===== src/rtl/sat_counter.sv =====
// rtl/sat_counter.sv - saturating up-counter with synchronous clear
module sat_counter #(
  parameter int WIDTH = 16
) (
  input  logic             clk,
  input  logic             reset,
  input  logic             inc,
  input  logic             clr,
  output logic [WIDTH-1:0] count
);

  always_ff @(posedge clk) begin
    if (!reset) begin
      count <= '0;
    end else if (clr) begin
      count <= '0;
    end else if (inc && (count != {WIDTH{1'b1}})) begin
      count <= count + WIDTH'(1);
    end
  end

endmodule


===== config.mk =====
export PLATFORM = sky130hd
export DESIGN_NAME = sat_counter
export DESIGN_NICKNAME = d
export VERILOG_FILES = /design/src/rtl/sat_counter.sv
export SDC_FILE = /design/constraint.sdc
export NUM_CORES = 1
export LEC_CHECK = 0
export BUFFER_PORTS_ARGS = -buffer_cell sky130_fd_sc_hd__buf_2
export CORE_ASPECT_RATIO = 1.25
export CORE_MARGIN = 5
export CORE_UTILIZATION = 45
export DETAILED_ROUTE_END_ITERATION = 10
export GPL_ROUTABILITY_DRIVEN = 1
export HOLD_SLACK_MARGIN = 0.12
export PLACE_DENSITY = 0.69
export SETUP_SLACK_MARGIN = 0.2
export SLEW_MARGIN = 10
export SYNTH_ARGS = -nofsm -noshare
export SYNTH_HDL_FRONTEND = slang
export SYNTH_SLANG_ARGS = --single-unit

===== constraint.sdc =====
create_clock -name clk -period 1.8 [get_ports clk]
set_clock_uncertainty 0.15 [all_clocks]
set_input_delay 0.27 -clock clk [delete_from_list [all_inputs] [get_ports clk]]
set_output_delay 0.27 -clock clk [all_outputs]
set_load 0.02 [all_outputs]

### Word-level counts from Yosys, hierarchy flattened

Index checks and enable logic that the tools add are counted.

| storage, ports and cells | value |
|---|---|
| register bits | 16 |
| input bits | 4 |
| output and inout bits | 16 |

| operators by class | value |
|---|---|
| add/sub/neg operators | 1 |
| equality and inequality tests | 1 |
| bitwise logic cells | 1 |
| reduce and logical (&&, ||, !) cells | 2 |

Operator list:

| kind | number |
|---|---|
| adder 16 x 1 -> 16 bit, second input constant | 1 |
| inequality test 16 bit, second input constant | 1 |
| OR reduction 2 bit | 1 |
| logical AND 1 bit | 1 |
| inverter 1 bit | 1 |

### Logic depth before layout (Yosys ltp)

| logic depth | value |
|---|---|
| depth in word-level cells | 2 |
| depth in mapped cells | 5 |

### Least setup slack after synthesis

OpenSTA, ideal clock, no wires.

| timing | value |
|---|---|
| kind | reg2reg |
| start | register count[0] |
| end | register count[14] |
| setup time | 115 ps |
| arrival | 1,551 ps |
| data required time | 1,535 ps |
| path slack | -15 ps |
| stages on the path, launching flop included | 6 |
| buffers on the path | 0 |
| period minus slack after synthesis | 1,815 ps |
| path through | dfxtp_1 -> ha_1 -> and4_2 -> o311ai_2 -> o31a_1 -> o21a_1 |

| between the ends | value |
|---|---|
| cells in the longest elaborated chain, start to end | 2 |
| elaborated cells on any way between the ends | 3 |
| classes of those cells | add/sub: 1; eq/ne: 1; reduce/logical: 1 |

Ends and longest elaborated chain:

| element | RTL line | text |
|---|---|---|
| start: declaration | 9 | `output logic [WIDTH-1:0] count` |
| start signal: assignment | 18 | `count <= count + WIDTH'(1);` |
| branches (longest 2 deep; another with adder 16 x 1 -> 16 bit) | n/a |  |

Parallel ways; which one is timed is not known.
A chain may end at the register's enable or synchronous reset.

### Final worst setup path

| timing | value |
|---|---|
| start | register count[1] |
| end | register count[0] |

| between the ends | value |
|---|---|
| cells in the longest elaborated chain, start to end | 2 |

Ends and longest elaborated chain:

| element | RTL line | text |
|---|---|---|
| inequality test 16 bit | 17 | `end else if (inc && (count != {WIDTH{1'b1}})) begin` |
| logical AND 1 bit | 17 |  |

No other way between the ends.

==> flow_summary.ini <==
[status]
status = finished, final reports clean

[yosys]
synth_nets = 96
synth_cells = 91
post_synth_instance_area_sq_um = 865
avgSynthCellArea_sq_um = 9.50
yosysSeqAreaShare_pct = 37.0
synth.yosys.warnings = 0
synth_async_sr_flop_share_pct = 0
synth_top_flop_cell = sky130_fd_sc_hd__dfxtp_1
synth_cell_type_count = 38
synth_edf_count = 0
postSynthRegisterBits = 16

[drt]
drt-total-wl_microns = 2130
drt-pass1-iter-count = 4
routedWlPerCell_microns = 15.4
vias_per_cell = 6.10
routed-via-count = 842
detail_route.iter0.violations = 12
drt.antenna.violating_nets = 0
drc_violation_count_after_routing = 0

[cells_and_area]
reg.largest.list = count: 16 flops
util_after_layout_pct = 63.4
post_route_cells_drive_above_1_share_pct = 46.2
largest_reg_flops = 16
areaGrowthSynthToFinish_pct = 32.6
fill_cell_count = 153
multi_input_comb_area_sq_um = 577
seqCellArea_sq_um = 355
final_net_count = 126
insertedDiodeCount = 0
largest-register = count

[global_route]
antenna_violations_before_repair = 0
grt_pass1_wl_microns = 3550
global_route.usage.total_pct = 15.5
grt_overflow = 0
first_global_vias = 823
grt_start_max_net_pins = 10

[placed_design]
place_hpwl_microns = 1510
place_ws_ps = 142
io_buffers = 19
gp_congestion = 0.770

[critical_path]
arrival_ps = 1680
crit_type = reg2reg
reg2reg_launch_point = count[1]$_SDFFE_PP0P_
worst_setup_path_start_kind = flop
worst_r2r_path_depth = 6
critPathCaptureType = flop
timing.reg2reg.setup_slack_ps = 160
critical_path_peak_fanout = 4
rr_endpoint = count[0]$_SDFFE_PP0P_
worst_ep_required_time_ps = 1840

[worst_hold_path]
min_delay_worst_endpoint = count[1]$_SDFFE_PP0P_
min_path_type = in2reg
timing.hold.worst_path_depth = 4
worstHoldStart = inc

[sta]
worst_pin_slew_ps = 560
final_hold_viol_count = 0
slew_violations = 0
finalSetupViolCount = 0
grt_setup_unrepaired = yes
period_share_pct = 91.3
maxSlewHeadroom_pct = 62.6
setup_slack_ps = 156
totalNegativeSetupSlack_ps = 0
min_period_ps = 1640
fmaxAchievable_ghz = 0.608

[clock_tree]
cts_root_buf = sky130_fd_sc_hd__clkbuf_4
cts_tree = yes
htree_levels = 1
tritoncts.num_buffers = 3
clock-sinks = 16
ctsLongestPathBuffers = 2
clock_latency_ps = 290
cts.clk_slew.worst_paths_ps = 90

[die]
placeableCoreArea_sq_um = 1810
die_x_microns = 49.2
dieArea_sq_um = 2900
die_height_microns = 59.0
i_o_pins = 20
initial_utilization_pct = 47.8
standard_cell_rows = 17

[power_and_ir_drop]
power.density_cell_area_nw_per_um2 = 495
static-leakage-power_nw = 0.488
worst_ir_drop_vdd_mv = 0.442

[job]
drv_cap = 0
==> through the flow <==
step	total power, mW	hold WS [ps]	area, sq um	instances
2_1_floorplan	0.379	295	903	91
3_3_place_gp	0.389	339	1030	129
3_5_place_dp	0.390	353	1030	129
4_1_cts	0.574	185	1120	136
5_1_grt	0.593	202	1150	138
6_report	0.567	192	1150	138
==> synth_stat cells (3+ instances only) <==
cell                       n  area (sq um)
sky130_fd_sc_hd__nor4_1    3          18.8
sky130_fd_sc_hd__dfxtp_1  16           320
sky130_fd_sc_hd__a21oi_1   4          20.0
sky130_fd_sc_hd__nand2_1   5          18.8
sky130_fd_sc_hd__and2_1    3          18.8
sky130_fd_sc_hd__nor2_1   10          37.5
sky130_fd_sc_hd__o21ai_0   4          20.0
sky130_fd_sc_hd__nand3_1   4          20.0
sky130_fd_sc_hd__xor2_1    3          26.3
==> placed cells by master (no fill, tap or decap), drive strengths merged, types with 2 or more instances in the layout <==
master and n:
buf 26, dfxtp 16, nor2 10, nand2 5
nand3 5, a21oi 4, o21ai 4, nand4 4
nor4 3, xor2 3, and2 3, clkbuf 3
and4 3, o311ai 3, o41ai 3, inv 2
or3 2, nand2b 2, o31ai 2, or4 2
nor3 2
==> where the power goes <==
part	internal [mW]	leakage (nW)	switching, mW	total, mW
sequential	0.347	0.139	0.00244	0.350
combinational	0.0140	0.335	0.0162	0.0302
clock	0.0779	0.0138	0.109	0.187
total	0.439	0.488	0.128	0.567
==> worst max-delay path, stage by stage, from the launching register on <==
cell and delay (ps):
sky130_fd_sc_hd__dfxtp_4 380, sky130_fd_sc_hd__ha_4 160, sky130_fd_sc_hd__nand3_4 90, sky130_fd_sc_hd__o41ai_4 410
sky130_fd_sc_hd__buf_4 180, sky130_fd_sc_hd__xor2_1 130, sky130_fd_sc_hd__nor2_1 50
==> worst max path at each step <==
stage,start,to,slack [ps],cells past startpoint
2_1_floorplan,count[0]$_SDFFE_PP0P_,count[14]$_SDFFE_PP0P_,170,5
3_3_place_gp,count[0]$_SDFFE_PP0P_,count[14]$_SDFFE_PP0P_,160,5
3_5_place_dp,count[0]$_SDFFE_PP0P_,count[14]$_SDFFE_PP0P_,140,5
4_1_cts,count[0]$_SDFFE_PP0P_,count[14]$_SDFFE_PP0P_,180,5
5_1_grt,count[1]$_SDFFE_PP0P_,count[14]$_SDFFE_PP0P_,110,5
6_report,count[1]$_SDFFE_PP0P_,count[0]$_SDFFE_PP0P_,160,6
==> area by class of cell <==
| type | count | area share [%] |
|---|---|---|
| Clock buffer | 3 | 1.97 |
| Inverter | 2 | 0.655 |
| Multi-Input combinational cell | 72 | 50.3 |
| Sequential cell | 16 | 31.0 |
| Tap cell | 19 | 2.07 |
| Timing Repair Buffer | 26 | 14.0 |
==> per-layer routing <==
metal | vias to the layer above | global-route usage, % | share of wire [%]
met5 | - | 0 | 0
met4 | 0 | 10.4 | 2.7
met3 | 7 | 2.77 | 3.3
met2 | 17 | 26.2 | 50
met1 | 403 | 17.7 | 44
li1 | 415 | - | -
==> logic make-up (layout without fill, tap and decap cells) <==
logic type	count (synthesis)	after routing	share of synthesized area, %
simple gates	44	44	33.6
compound gates	22	22	21.4
flops	16	16	37.0
xor+xnor	4	4	4.05
buf+inv	3	31	1.30
fa+ha+maj	1	1	1.45
mux	1	1	1.16
==> timing repair <==
action | in CTS | in global routing
gates resized for setup | 4 | 8
setup buffers | 4 | 2
hold buffers | 0 | 0
setup endpoints to repair | 3 | 13
pin swaps | 4 | 7
Power figures use the tool's default switching activity.
